--- src/rtl/umi_arb_pkg.sv ---
// Shared encodings and a small index helper for the UMI packet arbiter slice.
package umi_arb_pkg;

   localparam logic [1:0] UMI_ARB_PRIO = 2'b00;
   localparam logic [1:0] UMI_ARB_RR   = 2'b01;

   localparam logic [0:0] IDLE = 1'b0;
   localparam logic [0:0] HOLD = 1'b1;

   // Index of the channel after idx, wrapping at n.
   function automatic int wrap_inc(input int idx, input int n);
      return (idx + 1 >= n) ? 0 : idx + 1;
   endfunction

endpackage

--- src/rtl/umi_rr_select.sv ---
// Rotating priority selector: lowest set request at or after ptr wins (wraps modulo N).
module umi_rr_select
  import umi_arb_pkg::*;
#(
   parameter int N  = 4,
   parameter int IW = (N > 1) ? $clog2(N) : 1
)
(
   input  logic [N-1:0]  req,
   input  logic [IW-1:0] ptr,
   output logic [N-1:0]  grant,
   output logic [IW-1:0] idx,
   output logic          found
);

   logic [2*N-1:0] dbl;
   int             off;
   int             sum;

   // Shifting the doubled vector right by ptr puts the rotated request set in
   // the low half, so the lowest set bit is the offset from ptr to the winner.
   always_comb begin
      dbl   = {req, req} >> ptr;
      found = 1'b0;
      off   = 0;
      for (int i = 2*N-1; i >= 0; i--) begin
         if (dbl[i]) begin
            found = 1'b1;
            off   = i;
         end
      end
      sum = (int'(ptr) + off) % N;
      idx = IW'(sum);
      for (int i = 0; i < N; i++) begin
         grant[i] = found && (idx == IW'(i));
      end
   end

endmodule

--- src/rtl/umi_packet_arbiter.sv ---
// Packet-level arbiter: shares one valid/ready channel among N inputs and
// locks the grant from the first presented beat to the handshake of the last beat.
module umi_packet_arbiter
  import umi_arb_pkg::*;
#(
   parameter int N = 4,
   parameter int W = 256,
   localparam int IW = (N > 1) ? $clog2(N) : 1
)
(
   input  logic          clk,
   input  logic          nreset,
   input  logic [1:0]    mode,
   input  logic [N-1:0]  mask,
   input  logic [N-1:0]  in_valid,
   input  logic [N-1:0]  in_last,
   input  logic [N*W-1:0] in_data,
   output logic [N-1:0]  in_ready,
   output logic          out_valid,
   output logic          out_last,
   output logic [W-1:0]  out_data,
   input  logic          out_ready,
   output logic [IW-1:0] owner,
   output logic          busy
);

   // Handshake: a beat moves when valid & ready are both high on a rising clk;
   // once valid is shown it is held (with data/last stable) until that beat moves,
   // which is why a stalled first beat already locks the grant.

   logic [0:0]    state;
   logic [IW-1:0] owner_q;
   logic [IW-1:0] rr_ptr;
   logic [IW-1:0] sel_ptr;
   logic [N-1:0]  req;
   logic [N-1:0]  win_grant;
   logic [IW-1:0] win_idx;
   logic          win_found;
   logic [N-1:0]  owner_oh;
   logic [N-1:0]  sel_oh;
   logic [IW-1:0] nxt_win;
   logic [IW-1:0] nxt_owner;

   assign req     = in_valid & ~mask;
   assign sel_ptr = (mode == UMI_ARB_RR) ? rr_ptr : '0;

   umi_rr_select #(.N(N), .IW(IW)) u_select (
      .req   (req),
      .ptr   (sel_ptr),
      .grant (win_grant),
      .idx   (win_idx),
      .found (win_found)
   );

   always_comb begin
      for (int i = 0; i < N; i++) begin
         owner_oh[i] = (owner_q == IW'(i));
      end
      sel_oh    = (state == HOLD) ? owner_oh : win_grant;
      nxt_win   = IW'(wrap_inc(int'(win_idx), N));
      nxt_owner = IW'(wrap_inc(int'(owner_q), N));
   end

   always_comb begin
      out_data = '0;
      for (int i = 0; i < N; i++) begin
         out_data = out_data | (in_data[i*W +: W] & {W{sel_oh[i]}});
      end
      out_valid = nreset & (|(sel_oh & in_valid));
      out_last  = |(sel_oh & in_valid & in_last);
      in_ready  = nreset ? (sel_oh & {N{out_ready}}) : '0;
   end

   always_ff @(posedge clk or negedge nreset) begin
      if (!nreset) begin
         state   <= IDLE;
         owner_q <= '0;
         rr_ptr  <= '0;
      end else if (state == IDLE) begin
         if (win_found) begin
            owner_q <= win_idx;
            if (out_ready && in_last[win_idx]) begin
               rr_ptr <= nxt_win;
            end else begin
               state <= HOLD;
            end
         end
      end else if (out_valid && out_ready && out_last) begin
         state  <= IDLE;
         rr_ptr <= nxt_owner;
      end
   end

   assign owner = owner_q;
   assign busy  = (state == HOLD);

endmodule

--- config.mk ---
export PLATFORM = sky130hd
export DESIGN_NAME = umi_packet_arbiter
export DESIGN_NICKNAME = d
export VERILOG_FILES = /design/src/rtl/umi_arb_pkg.sv /design/src/rtl/umi_rr_select.sv /design/src/rtl/umi_packet_arbiter.sv
export SDC_FILE = /design/constraint.sdc
export NUM_CORES = 1
export LEC_CHECK = 0
export CAP_MARGIN = 20
export CELL_PAD_IN_SITES_DETAIL_PLACEMENT = 1
export CELL_PAD_IN_SITES_GLOBAL_PLACEMENT = 1
export CORE_AREA = 2 2 510 512
export DETAILED_ROUTE_END_ITERATION = 10
export DIE_AREA = 0 0 512 514
export PLACE_DENSITY = 0.3
export REMOVE_ABC_BUFFERS = 1
export SKIP_LAST_GASP = 1
export SYNTH_ARGS = -nofsm -noshare
export SYNTH_HDL_FRONTEND = slang
export SYNTH_SLANG_ARGS = --single-unit
--- constraint.sdc ---
create_clock -name clk -period 6.74 [get_ports clk]
set_input_delay 0.674 -clock clk [delete_from_list [all_inputs] [get_ports clk]]
set_output_delay 0.674 -clock clk [all_outputs]
set_load 0.03 [all_outputs]
==> results.md, run 1 <==
* Design area at approximately 24000 um2
* Width of the die at just over 500 um
* Synth warn at 0
* Final-layout fill cell count at roughly 31000
* Number of max-cap violations at 0
* Post-synth cell types at 37
* Post-route ant nets at 0
* DPL Wire Length at between 200000 and 250000 um
* I/O Pins at about 1300
* Num rows at 187
* Net count, final at about 3300
* Pin count of the biggest net entering global routing at 70
* Primary flip-flop cell chosen by synthesis mapping: dfrtp_1
* Commonest cells after routing, fill and taps aside: clkdlybuf4s50_1, a22oi_1, nand2_1, buf_4, buf_12
* Clock Latency Late Sink at around 230 ps
* All-Layer GR Usage at 0.167
* Fin crit share at 0.924
* Slowest cell on crit path: a22oi_1
* Starting DRT DRC Count at 1220
* CP delay by family, top: compound AO/OA/AOI/OAI gates
* Vias in the first global route at 16000
* Status: finished clean
* Initial antenna violation count at between 300 and 400
* Minimum clock period at 6230 ps
* Critical path type: input pin to output port
* Critical path data arrival time at around 5600 ps
* P_leak at 7.86 nW
* Total grt overflow at 0
* Clk sinks at 5
* Remaining routing DRC violations at 0
* # Post-CTS Setup Buffers at 0
* Total CTS buffers at 3
* Final hold violation count at 0
* Post-CTS sizing at 0
* Final setup vio count at 0
* First-pass iteration count of the detailed router at 5
* Die Ht at a little over 500 um
* Fin Hold WS at 557 ps
* Synthesized cell area at 6200 um2
* Synth Register Bits at 5
* RSZ-0062 raised after global routing: false
* Post-synth EDFFs at 0
* IO Port Bufs at 1305
* Worst Tran Pin Value at ~1200 ps
* CTS H-Tree Depth at 1
* Avg Inst Size Synth at between 6 and 7 um2
* VDD IR max at ~220 uV
* Worst Path Max Fanout at ~70
* Final Skew at approximately 3.6 ps
* Cells after synthesis at 969
* CTS tree: yes
* CP Data Required Time at 6070 ps
* Total number of vias at 16500
* DR WL/cell at 40.5 um
* Core box area at roughly 260000 um2
* Clock transition at the registers of the reported paths at roughly 30 ps
* Critical-path cell list: clkdlybuf4s50_1 -> nor2b_1 -> a21oi_1 -> o21ai_0 -> a32oi_1 -> ha_1 -> a21o_1 -> o211ai_2 -> inv_2 -> ha_1 -> nand2b_1 -> o21ai_4 -> buf_12 -> buf_12 -> a22oi_1 -> nand2_1 -> clkdlybuf4s50_1
* CP Capture Type: output port
* CP Buf/Inv Count at 5
* Die ar. at 263000 um2
* Layout cells sized above 1 at 0.0584
* Relative slew slack at 0.212
* CTS root buffer: clkbuf_16
* First-pass GRT wire length at around 270000 um
* Routability Congestion at 0.948
* Layout area overhead at 281%
* Routed WL at 230000 um
* Pins over their slew limit at 0
* Vias per Instance at roughly 2.9
* Crit path launch type: input pin
* Initial Util at 0.0240
* Hold crit path type: register to register
* Post-synthesis sequential area ratio at 0.0202
* Fmax at around 160 MHz
* Critical Path Max Stage Delay at 910 ps
* PD cells at slightly above 500 nW/um2
* Area post-placement at 23400 um2
* Hold_buf cts at 0
* Pwr Total at about 12 mW
* Synth async-reset ratio at 1.00
* Clock tree buffer depth at 2
* Most common cell after layout, fill and taps aside: clkdlybuf4s50_1
-- synth_stat cells (2+ instances only) --
master	number	area [um2]
inv_1	4	15.0
clkbuf_1	39	146
nor2_1	2	7.51
a21oi_1	5	25.0
and3b_1	2	17.5
and4_1	2	17.5
mux2_1	2	22.5
nor3_1	2	10.0
and2_1	2	12.5
o21ai_0	6	30.0
a22oi_1	514	3860
nor2b_1	6	37.5
nand2_1	264	991
buf_6	25	282
a22o_1	2	17.5
dfrtp_1	5	125
a31oi_1	3	18.8
nand3_1	5	25.0
buf_2	52	260
nand2b_1	5	31.3
ha_1	6	75.1
-- worst register-to-register path, cell delays in order (launching register included) --
cell and delay [ps]:
dfrtp_1 420, and3b_1 250, a21oi_1 140, o21ai_0 140
a32oi_1 260, ha_1 230, inv_1 60, a211o_1 240
o211ai_2 110, inv_2 130, ha_1 220, nand2b_1 110
o21ai_4 90, buf_12 180, a31oi_1 200, o21ai_0 180
a221oi_4 410, o21ai_2 140, mux2_1 320
-- final cells by class --
class	instances	area (um2)	area share
timing repair buffer	1368	13600	0.576
antenna	53	133	0.00561
clock buffer	4	78.8	0.00334
tap	3402	4260	0.180
inverter	5	18.8	0.000794
multi-input combinational	843	5390	0.228
sequential	5	125	0.00530
-- metal layers --
metal  global-route usage  up-vias  routed length [um]  share of wire
li1                     -     6485                   -              -
met1                0.199     7819               92700           0.40
met2                0.270     1557              102000           0.44
met3               0.0943      488               31000           0.13
met4               0.0106      184                3450          0.015
met5                    0        -                1190         0.0052
-- report_power, final --
| part | switching (mW) | internal (mW) |
|---|---|---|
| Clock | 0.0193 | 0.0784 |
| Combinational | 8.10 | 3.99 |
| Sequential | 0.0313 | 0.0447 |
-- per-stage QoR --
stage / std cells / TNS [ps] / setup WS, ps / utilization
global route: 5635 / 0 / 124 / 0.0911
floorplan: 853 / -1360380 / -5590 / -
finish: 5680 / 0 / 512 / 0.0915
CTS: 5627 / 0 / 485 / 0.0910
detailed placement: 5623 / 0 / 499 / 0.0907
global placement: 5622 / 0 / 330 / 0.0907
-- state kept, by name, summed over array words and instances, names as in the netlist --
name and flops:
owner 2, busy 1, rr_ptr 2
-- logic make-up (layout without fill, tap and decap cells) --
| kind of cell | count (synthesis) | after routing | synth area share |
|---|---|---|---|
| compound gates | 540 | 540 | 0.655 |
| fa+ha+maj | 6 | 6 | 0.0121 |
| buf+inv | 121 | 1377 | 0.114 |
| flops | 5 | 5 | 0.0202 |
| mux | 5 | 5 | 0.0107 |
| other cells | 0 | 53 | 0 |
| simple gates | 292 | 292 | 0.188 |
-- worst paths after layout --
path	depth (start not counted)	endpoint	from	slack, ps
setup reg to reg	18	rr_ptr[1]$_DFFE_PN0P_	rr_ptr[1]$_DFFE_PN0P_	2800
setup / recovery	17	out_data[4]	in_valid[3]	510
hold / removal	1	rr_ptr[0]$_DFFE_PN0P_	rr_ptr[0]$_DFFE_PN0P_	560
hold reg to reg	1	rr_ptr[0]$_DFFE_PN0P_	rr_ptr[0]$_DFFE_PN0P_	560
max in group asynchronous	1	owner[0]$_DFFE_PN0P_	nreset	5600
min in group asynchronous	1	rr_ptr[0]$_DFFE_PN0P_	nreset	790
(Power assumes the default switching activity.)
==> run 2: changes to the inputs <==
--- a/config.mk
+++ b/config.mk
@@ -8,12 +8,14 @@
 export CAP_MARGIN = 20
 export CELL_PAD_IN_SITES_DETAIL_PLACEMENT = 1
 export CELL_PAD_IN_SITES_GLOBAL_PLACEMENT = 1
-export CORE_AREA = 2 2 510 512
+export CORE_AREA = 2 2 504 506
 export DETAILED_ROUTE_END_ITERATION = 10
-export DIE_AREA = 0 0 512 514
+export DIE_AREA = 0 0 506 508
 export PLACE_DENSITY = 0.3
 export REMOVE_ABC_BUFFERS = 1
+export SETUP_SLACK_MARGIN = 0.02
 export SKIP_LAST_GASP = 1
 export SYNTH_ARGS = -nofsm -noshare
 export SYNTH_HDL_FRONTEND = slang
+export SYNTH_HIERARCHICAL = 1
 export SYNTH_SLANG_ARGS = --single-unit
==> results.md, run 2 <==
* Placed cells at around 5700
* Hold_buf cts at 0
* Synth top area cells: a22oi_1, nand2_1, clkbuf_1
* Vias per Instance at about 2.7
* Final setup vio count at 0
* Worst Path Max Fanout at 44
* Minimum clock period at around 6300 ps
* Routed WL at between 150000 and 200000 um
* Status: finished clean
* Vias in the first global route at approximately 16000
* Total CTS buffers at 3
* I/O Pins at 1306
* Pins over their slew limit at 0
* CP Capture Type: output port
* Clock tree buffer depth at 2
* Synth async-reset ratio at 1.00
* DR WL/cell at ~33 um
* All-Layer GR Usage at 0.140
* Post-CTS sizing at 0
* Pwr Total at around 13 mW
* Fin crit share at 0.940
* Clock transition at the registers of the reported paths at around 40 ps
* Synth area leader: a22oi_1
* Critical path data arrival time at between 5000 and 6000 ps
* Fmax at 158 MHz
* Avg Inst Size Synth at 6.25 um2
* Top-area cell type share of the netlist area at 0.634
* Initial Util at 0.0240
* Num rows at approximately 190
* Synth warn at 6
* Relative slew slack at 0.314
* Layout cells sized above 1 at 0.0990
* Final-layout fill cell count at roughly 30000
* Core box area at approximately 250000 um2
* VDD IR max at 194 uV
* # Post-CTS Setup Buffers at 0
* PD cells at approximately 530 nW/um2
* Critical path type: input pin to output port
* Final hold violation count at 0
* Synth Register Bits at 5
* Clock Latency Late Sink at 230 ps
* Die Ht at between 500 and 600 um
* CTS tree: yes
* Final Skew at about 2.1 ps
* First-pass iteration count of the detailed router at 5
* CTS root buffer: clkbuf_16
* Setup TNS at 0 ps
* Synth top cells by count: a22oi_1, nand2_1, clkbuf_1
* Most common cell after layout, fill and taps aside: clkdlybuf4s50_1
* Post-synth EDFFs at 0
* Starting DRT DRC Count at about 850
* Total number of vias at 15200
* P_leak at between 8 and 9 nW
* Initial antenna violation count at 160
* Synthesized cell area at just over 6000 um2
* Layout area overhead at 299%
* Most numerous cell in the Yosys netlist: a22oi_1
* Primary flip-flop cell chosen by synthesis mapping: dfrtp_1
* Area post-placement at between 20000 and 25000 um2
* Routability Congestion at 0.876
* Width of the die at a little over 500 um
* Post-synth cell types at 39
* Remaining routing DRC violations at 0
* IO Port Bufs at 1305
* Crit path launch type: input pin
* DPL Wire Length at between 150000 and 200000 um
* Design area at 24200 um2
* RSZ-0062 raised after global routing: false
* CTS H-Tree Depth at 1
* Cells after synthesis at 970
* Fin Hold WS at 578 ps
* Post-synthesis sequential area ratio at 0.0206
* Pre-CTS WS at approximately 160 ps
* Util after Layout at 0.0959
* Clk sinks at 5
* Hold crit path type: register to register
* Number of max-cap violations at 0
* Net count, final at between 3000 and 4000
* Post-route insts no fill at 5703
* CP Data Required Time at ~6100 ps
* Worst Tran Pin Value at about 1000 ps
* Die ar. at between 200000 and 300000 um2
* First-pass GRT wire length at approximately 220000 um
* Fin worst setup slack at ~410 ps
* Pin count of the biggest net entering global routing at 55
* Post-route ant nets at 0
* Commonest cells after routing, fill and taps aside: clkdlybuf4s50_1, a22oi_1, nand2_1, buf_4, buf_12
* Total grt overflow at 0
[run 2: path summary, 6_finish.rpt]
check	startpoint	to	slack, ps	cells past startpoint
max	in_valid[1]	out_data[177]	410	17
min	rr_ptr[0]$_DFFE_PN0P_	rr_ptr[0]$_DFFE_PN0P_	580	1
max reg2reg	rr_ptr[0]$_DFFE_PN0P_	rr_ptr[0]$_DFFE_PN0P_	2670	14
min reg2reg	rr_ptr[0]$_DFFE_PN0P_	rr_ptr[0]$_DFFE_PN0P_	580	1
max in group asynchronous	nreset	owner[0]$_DFFE_PN0P_	5640	1
min in group asynchronous	nreset	rr_ptr[0]$_DFFE_PN0P_	780	1
[run 2: report_power, final]
group,total [mW],switching [mW],internal [mW]
logic,12.7,8.61,4.10
registers,0.0707,0.0271,0.0436
clock network,0.0996,0.0210,0.0785
[run 2: logic make-up (layout without fill, tap and decap cells)]
group | Yosys count | after routing | share of synthesized area
compound gates | 527 | 527 | 0.656
xor+xnor | 4 | 4 | 0.00578
fa+ha+maj | 5 | 5 | 0.0103
buf+inv | 121 | 1454 | 0.0811
flops | 5 | 5 | 0.0206
mux | 16 | 16 | 0.0326
other cells | 0 | 34 | 0
simple gates | 292 | 292 | 0.194
[run 2: layout make-up]
cell class,instances,area [um2],area share
antenna,34,85.1,0.00352
clock buffer,4,78.8,0.00326
inverter,4,15.0,0.000621
multi-input combinational,844,5510,0.228
sequential,5,125,0.00517
tap,3366,4210,0.174
timing repair buffer,1446,14200,0.586
[run 2: per-layer routing]
metal  global-route usage  up-vias  wire (um)
met5                    0        -        586
li1                     -     6592          -
met1                0.165     7247      76400
met3               0.0646      216      21000
met2                0.241     1051      89900
met4              0.00908       90       2240
[run 2: critical path, cell delays in order]
cell             delay (ps)
clkdlybuf4s50_1         550
nor2b_1                 450
nor2_1                  120
o21a_1                  140
a21oi_1                 200
o211ai_1                130
ha_1                    410
nor2b_1                 200
nand2_1                 140
mux2i_1                  90
mux2_8                  500
buf_12                  280
a22oi_1                 520
buf_4                   260
nand2_1                 100
buf_4                   150
clkdlybuf4s50_1         590
